$ cat src/rtl/alu_seq_core.sv
// alu_seq_core: single-clock ALU datapath core.
//   Operand registers A/B loaded from `sw`, a registered result/flag pair,
//   and a WIDTH-cycle shift-add multiplier behind a go/busy/done handshake.
// Ports:
//   clk     system clock, all state changes on the rising edge
//   rst_n   synchronous active-low reset
//   sw      operand input bus
//   ld_a    strobe: load sw into A (honoured in IDLE/DONE only)
//   ld_b    strobe: load sw into B (honoured in IDLE/DONE only)
//   op      operation code, sampled together with go
//   go      strobe: start an operation
//   result  registered result
//   F       registered flags {ZF, CF, OF, SF}
//   busy    high while an operation is in progress
//   done    one-cycle pulse in the cycle after result/F update
module alu_seq_core #(
  parameter int unsigned WIDTH = 32
) (
  input  logic             clk,
  input  logic             rst_n,
  input  logic [WIDTH-1:0] sw,
  input  logic             ld_a,
  input  logic             ld_b,
  input  logic [3:0]       op,
  input  logic             go,
  output logic [WIDTH-1:0] result,
  output logic [3:0]       F,
  output logic             busy,
  output logic             done
);

  localparam int unsigned SHW = $clog2(WIDTH);

  typedef enum logic [1:0] {IDLE, EXEC, MUL, DONE} state_e;

  state_e             state_q;
  logic [WIDTH-1:0]   a_q, b_q, wa_q, wb_q, result_q;
  logic [3:0]         op_q, f_q;
  logic               busy_q, done_q;
  logic [2*WIDTH-1:0] acc_q, mcand_q;
  logic [WIDTH-1:0]   mplier_q;
  logic [SHW-1:0]     cnt_q;

  logic [WIDTH:0]     add_w, sub_w;
  logic [SHW-1:0]     shamt;
  logic [WIDTH-1:0]   alu_res;
  logic               alu_cf, alu_of;
  logic [2*WIDTH-1:0] prod_d;
  logic [WIDTH-1:0]   result_d;
  logic               cf_d, of_d;
  logic [3:0]         f_d;
  logic               idle_like;

  // Combinational ALU on the snapshot operands
  always_comb begin
    shamt   = wb_q[SHW-1:0];
    add_w   = {1'b0, wa_q} + {1'b0, wb_q};
    sub_w   = {1'b0, wa_q} - {1'b0, wb_q};
    alu_res = '0;
    alu_cf  = 1'b0;
    alu_of  = 1'b0;
    case (op_q)
      4'd0: alu_res = wa_q & wb_q;
      4'd1: alu_res = wa_q | wb_q;
      4'd2: alu_res = wa_q ^ wb_q;
      4'd3: alu_res = ~(wa_q | wb_q);
      4'd4: begin
        alu_res = add_w[WIDTH-1:0];
        alu_cf  = add_w[WIDTH];
        alu_of  = (wa_q[WIDTH-1] == wb_q[WIDTH-1]) &&
                  (add_w[WIDTH-1] != wa_q[WIDTH-1]);
      end
      4'd5: begin
        alu_res = sub_w[WIDTH-1:0];
        alu_cf  = sub_w[WIDTH];  // borrow out == (A < B) unsigned
        alu_of  = (wa_q[WIDTH-1] != wb_q[WIDTH-1]) &&
                  (sub_w[WIDTH-1] != wa_q[WIDTH-1]);
      end
      4'd6: alu_res = {{(WIDTH-1){1'b0}}, ($signed(wa_q) < $signed(wb_q))};
      4'd7: alu_res = wa_q << shamt;
      4'd8: alu_res = wa_q >> shamt;
      4'd9: alu_res = WIDTH'($signed(wa_q) >>> shamt);
      default: alu_res = '0;
    endcase
  end

  // One multiplier bit per cycle; prod_d already includes the current bit,
  // so on the last iteration it is the full product.
  always_comb begin
    prod_d = acc_q + (mplier_q[0] ? mcand_q : '0);
    if (state_q == MUL) begin
      result_d = prod_d[WIDTH-1:0];
      cf_d     = |prod_d[2*WIDTH-1:WIDTH];
      of_d     = |prod_d[2*WIDTH-1:WIDTH];
    end else begin
      result_d = alu_res;
      cf_d     = alu_cf;
      of_d     = alu_of;
    end
    f_d       = {(result_d == '0), cf_d, of_d, result_d[WIDTH-1]};
    idle_like = (state_q == IDLE) || (state_q == DONE);
  end

  always_ff @(posedge clk) begin
    if (!rst_n) begin
      state_q  <= IDLE;
      a_q      <= '0;
      b_q      <= '0;
      wa_q     <= '0;
      wb_q     <= '0;
      op_q     <= '0;
      result_q <= '0;
      f_q      <= '0;
      busy_q   <= 1'b0;
      done_q   <= 1'b0;
      acc_q    <= '0;
      mcand_q  <= '0;
      mplier_q <= '0;
      cnt_q    <= '0;
    end else begin
      done_q <= 1'b0;
      if (idle_like) begin
        if (ld_a) a_q <= sw;
        if (ld_b) b_q <= sw;
      end
      case (state_q)
        // DONE lasts one cycle and then behaves exactly like IDLE, so a go
        // presented during the done pulse is taken (back-to-back ops).
        IDLE, DONE: begin
          if (go) begin
            wa_q     <= a_q;
            wb_q     <= b_q;
            op_q     <= op;
            acc_q    <= '0;
            mcand_q  <= {{WIDTH{1'b0}}, a_q};
            mplier_q <= b_q;
            cnt_q    <= '0;
            busy_q   <= 1'b1;
            state_q  <= (op == 4'd10) ? MUL : EXEC;
          end else begin
            state_q  <= IDLE;
          end
        end
        EXEC: begin
          result_q <= result_d;
          f_q      <= f_d;
          busy_q   <= 1'b0;
          done_q   <= 1'b1;
          state_q  <= DONE;
        end
        MUL: begin
          if (cnt_q == SHW'(WIDTH - 1)) begin
            result_q <= result_d;
            f_q      <= f_d;
            busy_q   <= 1'b0;
            done_q   <= 1'b1;
            state_q  <= DONE;
          end else begin
            acc_q    <= prod_d;
            mcand_q  <= mcand_q << 1;
            mplier_q <= mplier_q >> 1;
            cnt_q    <= cnt_q + 1'b1;
          end
        end
        default: state_q <= IDLE;
      endcase
    end
  end

  assign result = result_q;
  assign F      = f_q;
  assign busy   = busy_q;
  assign done   = done_q;

endmodule
$ cat config.mk
export PLATFORM = sky130hd
export DESIGN_NAME = alu_seq_core
export DESIGN_NICKNAME = d
export VERILOG_FILES = /design/src/rtl/alu_seq_core.sv
export SDC_FILE = /design/constraint.sdc
export NUM_CORES = 1
export LEC_CHECK = 0
export ABC_CLOCK_PERIOD_IN_PS = 8300
export CORE_MARGIN = 2
export CORE_UTILIZATION = 45
export CTS_BUF_LIST = sky130_fd_sc_hd__clkbuf_4 sky130_fd_sc_hd__clkbuf_8
export DETAILED_ROUTE_END_ITERATION = 10
export HOLD_SLACK_MARGIN = 0.08
export PLACE_DENSITY_LB_ADDON = 0.1
export SLEW_MARGIN = 20
export SYNTH_ARGS = -nofsm -noshare
export SYNTH_HDL_FRONTEND = slang
export SYNTH_SLANG_ARGS = --single-unit
export TNS_END_PERCENT = 10
$ cat constraint.sdc
create_clock -name clk -period 8.3 [get_ports clk]
set_input_delay 1.245 -clock clk [delete_from_list [all_inputs] [get_ports clk]]
set_output_delay 1.245 -clock clk [all_outputs]
set_load 0.1 [all_outputs]
==> metrics.md, run 1 <==
| Metric | Value |
|---|---|
| Status | `finished clean` |
| Final hold vios | `0` |
| Die H | `255 um` |
| Cells after synthesis | `3800` |
| Ys flop type | `dfxtp_1` |
| Total CTS buffers | `57` |
| Antenna violations before repair | `7` |
| Pwr dens | `267 nW/um^2` |
| Port Buffers | `between 70 and 80` |
| Clock transition at the registers of the reported paths | `0.07 ns` |
| Non-Filler Instances | `4585` |
| Clk Latency, worst-skew pair | `0.71 ns` |
| Combinational share of power | `between 50% and 60%` |
| Post-Place Cells | `4477` |
| Switching share of power | `49.7%` |
| Startpoint types | `flop` |
| Setup ws final | `2.37 ns` |
| Longest Clk Path Bufs | `3` |
| Share of the clock period used by the worst path | `about 70%` |
| Initial DRC count | `3749` |
| Max FO, Critical Path | `33` |
| Io pins | `79` |
| HPWL after detailed placement | `95.8 mm` |
| Yosys top cell area share | `between 20% and 30%` |
| Via count | `30400` |
| Met3 usage | `9.87%` |
| Clk pwr share | `21.4%` |
| Post-route DRC | `0` |
| Switching pwr | `between 4 and 5 mW` |
| Cell Area, Synth | `between 20000 and 30000 sq um` |
| Worst hold path cell count | `2` |
| Int Pwr | `4.16 mW` |
| Area grow syn2layout | `9.33%` |
| Num Clock Sinks | `336` |
| Worst IR drop on VDD | `292 uV` |
| Post CTS Setup Buffer Count | `0` |
| Unique masters post-synth | `102` |
| Critical Path AT | `approximately 6.6 ns` |
| Met1 usage | `51.0%` |
| Final setup viols | `0` |
| Synth top area cells | `dfxtp_1 (24%), ha_1 (7.7%), nand2_1 (7.6%)` |
| # rows | `91` |
| Hold Buf Count CTS | `0` |
| Total Routing Usage GR | `roughly two fifths` |
| Share of layout cells above drive strength 1 | `9.16%` |
| # H-tree levels | `2` |
| Max-slew violations | `0` |
| Vias in the first global route | `28200` |
| Pre-CTS WS | `2.46 ns` |
| Min Tclk post-route | `5.93 ns` |
| Register area share after synthesis | `23.8%` |
| Post-synth EDFFs | `0` |
| First-pass GRT wire length | `about 190 mm` |
| GR Util met2 | `57.1%` |
| Number of synthesized register bits | `336` |
| Total gr overflow | `0` |
| Design area | `slightly above 30000 sq um` |
| Synth Area per Inst | `roughly 7.4 sq um` |
| Ys async rst share | `0%` |
| Max Cap Viol | `0` |
| Leading area contributor after synthesis | `dfxtp_1` |
| Setup TNS | `0 ns` |
| Core box area | `61900 sq um` |
| RSZ-0062 raised after global routing | `no` |
| Initial DRT Pass Iterations | `6` |
| DRT Wirelength | `approximately 130 mm` |
| Slew HR | `21.5%` |
| Setup crit end kind | `flop` |
| Global route hottest layer | `met2` |
| Worst reg2reg path depth | `14` |
| Dpl cell area | `29500 sq um` |
| Largest net degree at the start of global routing | `219` |
| Setup Crit Path Kind | `reg2reg` |
| TritonCTS clock tree | `yes` |
| RD Place Congestion | `1.03` |
| Root buffer cell | `clkbuf_8` |
| Ys Warns | `0` |
| Final core occ | `49.9%` |
| Syn nets | `4019` |
| Final-stage net count | `3918` |
| WL per Instance | `27.7 um` |
| Worst Path Required | `8.96 ns` |
| Number of routed nets with antenna violations | `0` |
| Total die area | `64900 sq um` |
| Initial core utilization | `between 40% and 50%` |
| Die width | `~250 um` |
| Reg power frac | `27.8%` |
| Worst-Margin Slew | `1.17 ns` |
| Setup Skew | `a little over 0.06 ns` |
| DR vias/cell | `6.64` |
| Leakage | `11.2 nW` |
| Hold Crit Class | `reg2reg` |
| Cts repair resizes | `0` |
| Achievable Freq | `~170 MHz` |
-- state kept, by name, indices dropped and copies added (netlist names), 4 cells and up --
signal    flops
F             4
mcand_q      64
acc_q        64
wb_q         32
cnt_q         5
mplier_q     32
b_q          32
a_q          32
op_q          4
result       31
wa_q         32
-- stage by stage --
stage / hold WS (ns) / power (mW)
floorplan: 0.432 / 5.01
global placement: 0.440 / 6.35
detailed placement: 0.446 / 6.40
CTS: 0.453 / 8.19
global route: 0.478 / 8.62
finish: 0.451 / 8.26
-- layer usage --
layer / vias to the layer above / part of all wire [%]
met1: 14700 / 40
li1: 13600 / -
met3: 365 / 12
met5: - / 0.035
met4: 6 / 5.9
met2: 1730 / 42
-- worst max-delay path: stages (launching register included) --
cell and delay (ns):
dfxtp_4 0.61, clkinv_1 0.75, ha_1 0.69, nor2b_1 0.19, o31a_1 0.36, o311ai_0 0.72, a31oi_1 0.42, a21oi_1 0.43
nor4_1 0.12, a2111oi_0 0.53, nand2_1 0.09, a221oi_1 0.49, nor4b_1 0.30, nand2_1 0.10, nand2_1 0.06
-- power groups by stage --
stage	clock network, mW	registers, mW	logic, mW
floorplan	0	2.49	2.52
CTS	1.80	2.28	4.11
detailed placement	0	2.31	4.09
global route	1.86	2.32	4.45
global placement	0	2.30	4.05
finish	1.77	2.29	4.19
-- area by class of cell --
| cell class | count | area (sq um) |
|---|---|---|
| fillers | 6154 | 31000 |
| multi-input cells | 3031 | 19900 |
| flip-flops and latches | 336 | 6740 |
| repair buffers | 153 | 1370 |
| clock buffers | 84 | 1060 |
| well taps | 837 | 1050 |
| inverters | 120 | 458 |
| clock inverters | 21 | 303 |
| diodes | 3 | 7.51 |
-- synthesized netlist by cell type, drive strengths merged (42+ instances only) --
master and count:
nor2 365, clkbuf 240, a21o 46, nand2 577
dfxtp 336, nand3 115, buf 73, o21ai 150
ha 175, inv 117, mux2i 117, nand4 48
a211oi 110, a21oi 427, nor3 55, and2 85
mux4 65, o211ai 42
-- placed cells by master (no fill, tap or decap), types with 48 or more instances in the layout --
| cell type | count |
|---|---|
| inv_1 | 116 |
| mux4_2 | 65 |
| and2_1 | 81 |
| clkbuf_8 | 68 |
| nor2_1 | 363 |
| a21oi_1 | 424 |
| nor3_1 | 54 |
| o21ai_0 | 143 |
| buf_4 | 73 |
| clkdlybuf4s50_1 | 78 |
| nand2_1 | 574 |
| nand3_1 | 115 |
| mux2i_1 | 117 |
| nand4_1 | 48 |
| ha_1 | 174 |
| a211oi_1 | 109 |
| dfxtp_1 | 331 |
-- cells by family after synthesis --
group | Yosys count | share of synthesized area [%]
adders and majority gates | 178 | 7.96
and+or+nand+nor | 1427 | 23.0
DFF | 336 | 23.8
xor gates and xnor gates | 68 | 2.11
muxes | 210 | 10.4
buffers and inverters | 433 | 6.04
AOI/OAI and AO/OA | 1148 | 26.6
-- final timing paths --
check / startpoint / to / slack, ns
max: wb_q[2] / F[3] / 2.37
min: result[22] / result[22] / 0.45
max reg2reg: wb_q[2] / F[3] / 2.37
min reg2reg: result[22] / result[22] / 0.45
Note: power is estimated with default switching activity, not from simulation.
==> run 2: changes to the inputs <==
ABC_CLOCK_PERIOD_IN_PS = 4800   (was 8300)
clock period = 4.8 ns   (was 8.3 ns; I/O delays follow)
==> run 2 against run 1 <==
Effect of this change: count of clock-buffer cells in the layout rose by 16; sequential power is 72% higher; non-clock buffer count grew 127; global-route usage up 2.4 points; core utilization grew 1.8 points; flip-flop and latch count did not move; clock power rose by 84%; critical path type unchanged; die area did not move.
==> metrics.md, run 2 (synthesis gave the netlist of run 1 again) <==
| Metric | Value |
|---|---|
| DR vias/cell | `6.59` |
| Commonest non-fill, non-tap cell in the layout | `nand2_1` |
| RSZ-0062 raised after global routing | `no` |
| Total CTS buffers | `67` |
| Setup Skew | `0.0504 ns` |
| Io pins | `79` |
| Max-slew violations | `0` |
| Die H | `255 um` |
| Pwr dens | `466 nW/um^2` |
| Setup crit end kind | `flop` |
| Slew HR | `20.0%` |
| Worst reg2reg path depth | `15` |
| Initial DRT Pass Iterations | `7` |
| Worst-Margin Slew | `1.19 ns` |
| Hold path endpoint | `mcand_q[63]` |
| Hold Crit Class | `reg2reg` |
| Slowest CP cell | `o311ai_0` |
| Largest net degree at the start of global routing | `180` |
| Hold Buf Count CTS | `0` |
| Antenna violations before repair | `8` |
| Worst IR drop on VDD | `716 uV` |
| Post-Place Cells | `4602` |
| Global route hottest layer | `met2` |
| Vias in the first global route | `28700` |
| Most frequent cells in the layout | `nand2_1 (574), a21oi_1 (423), nor2_1 (364), dfxtp_1 (331), buf_4 (196)` |
| Clock transition at the registers of the reported paths | `0.06 ns` |
| Final hold vios | `0` |
| Port Buffers | `78` |
| Status | `finished clean` |
| Root buffer cell | `clkbuf_8` |
| Startpoint types | `flop` |
| Leakage | `about 12 nW` |
| Min Tclk post-route | `4.68 ns` |
| Hold Startpoint | `mcand_q[63]` |
| Max Cap Viol | `0` |
| Non-Filler Instances | `about 4700` |
| Num Clock Sinks | `between 300 and 400` |
| TritonCTS clock tree | `yes` |
| Initial DRC count | `approximately 4000` |
| Worst r2r dst | `F[1]` |
| Clk Latency, worst-skew pair | `0.70 ns` |
| WL per Instance | `between 20 and 30 um` |
| Met3 usage | `15.4%` |
| Critical Path AT | `~5.3 ns` |
| Via count | `31100` |
| # H-tree levels | `3` |
| Worst hold path cell count | `2` |
| RD Place Congestion | `1.13` |
| Dpl cell area | `30500 sq um` |
| Share of layout cells above drive strength 1 | `12.5%` |
| Achievable Freq | `214 MHz` |
| Die width | `255 um` |
| R2R Path Start | `mplier_q[0]` |
| Cell chain of the critical path | `buf_12, and2_1, ha_1, nand2_1, o21ai_0, a21oi_1, o31a_1, o311ai_0, o2111ai_1, a31oi_1, a22oi_2, nand4_1, nor4_2, a41oi_2, o221a_2` |
| GR Util met2 | `58.5%` |
| Top flop regs | `acc_q (64), mcand_q (64)` |
| Setup Crit Path Kind | `reg2reg` |
| Met1 usage | `53.8%` |
| Critical Path Max Stage Delay | `0.97 ns` |
| Area grow syn2layout | `13.2%` |
| Max FO, Critical Path | `56` |
| Design area | `about 32000 sq um` |
| DRT Wirelength | `135 mm` |
| Setup TNS | `0 ns` |
| Post-route DRC | `0` |
| Initial core utilization | `45.7%` |
| Number of routed nets with antenna violations | `0` |
| Total die area | `64900 sq um` |
| Total gr overflow | `0` |
| Final-stage net count | `4055` |
| Final setup viols | `0` |
| HPWL after detailed placement | `104 mm` |
| Share of the clock period used by the worst path | `97.5%` |
| # rows | `91` |
| Total Routing Usage GR | `40.8%` |
| Longest Clk Path Bufs | `3` |
| Worst Path Required | `5.43 ns` |
| Worst R2R Setup Slack | `0.12 ns` |
| Core box area | `about 62000 sq um` |
| First-pass GRT wire length | `196 mm` |
-- run 2: area by class of cell --
type | instances | area (sq um)
Fill cell | 6142 | 29900
Multi-Input combinational cell | 3031 | 19900
Sequential cell | 336 | 6740
Timing Repair Buffer | 280 | 2370
Clock buffer | 100 | 1270
Tap cell | 837 | 1050
Inverter | 120 | 458
Clock inverter | 16 | 176
Antenna cell | 3 | 7.51
-- run 2: critical path, delay by kind of cell (launching register included) --
family / cells / cell delay, ns
compound gates: 9 / 3.02
fa+ha+maj: 1 / 0.53
buf+inv: 1 / 0.19
flops: 1 / 0.33
simple gates: 4 / 0.55
-- run 2: repair_timing --
action / CTS / global route
buffers inserted: 0 / 2
endpoints found under the setup margin: 0 / 2
hold endpoints to repair: 0 / 0
gates resized for setup: 0 / 3
-- run 2: routing by layer --
layer  part of all wire, %  wire length, um  vias to the layer above
met5                 0.028               38                        -
met4                   5.2             7030                        6
met3                    13            17900                      365
met2                    41            55000                     1893
met1                    41            54900                    15000
li1                      -                -                    13900
-- run 2: how the worst max path moves through the flow --
stage	start	end	slack, ns	depth (start not counted)
global route	mplier_q[0]	F[2]	0.004	15
floorplan	wb_q[2]	F[3]	0.62	19
CTS	mplier_q[0]	F[2]	0.21	17
detailed placement	mplier_q[0]	F[2]	0.22	17
finish	mplier_q[0]	F[1]	0.12	15
global placement	mplier_q[0]	F[1]	0.25	17
-- run 2: per-stage QoR --
step / hold WS [ns] / power (mW) / worst slack, ns / utilization [%]
floorplan: 0.432 / 8.66 / 0.619 / -
global placement: 0.442 / 11.4 / 0.250 / 49.3
detailed placement: 0.447 / 11.5 / 0.218 / 49.3
CTS: 0.455 / 14.7 / 0.214 / 51.6
global route: 0.474 / 15.5 / 0.00424 / 51.7
finish: 0.457 / 14.9 / 0.122 / 51.7
-- run 2: power by group --
group          switching (mW)  leakage (nW)  internal [mW]  total, mW
Sequential              0.611          2.74           3.34       3.95
Combinational            5.36          8.41           2.34       7.70
Clock                    1.48         0.764           1.78       3.26
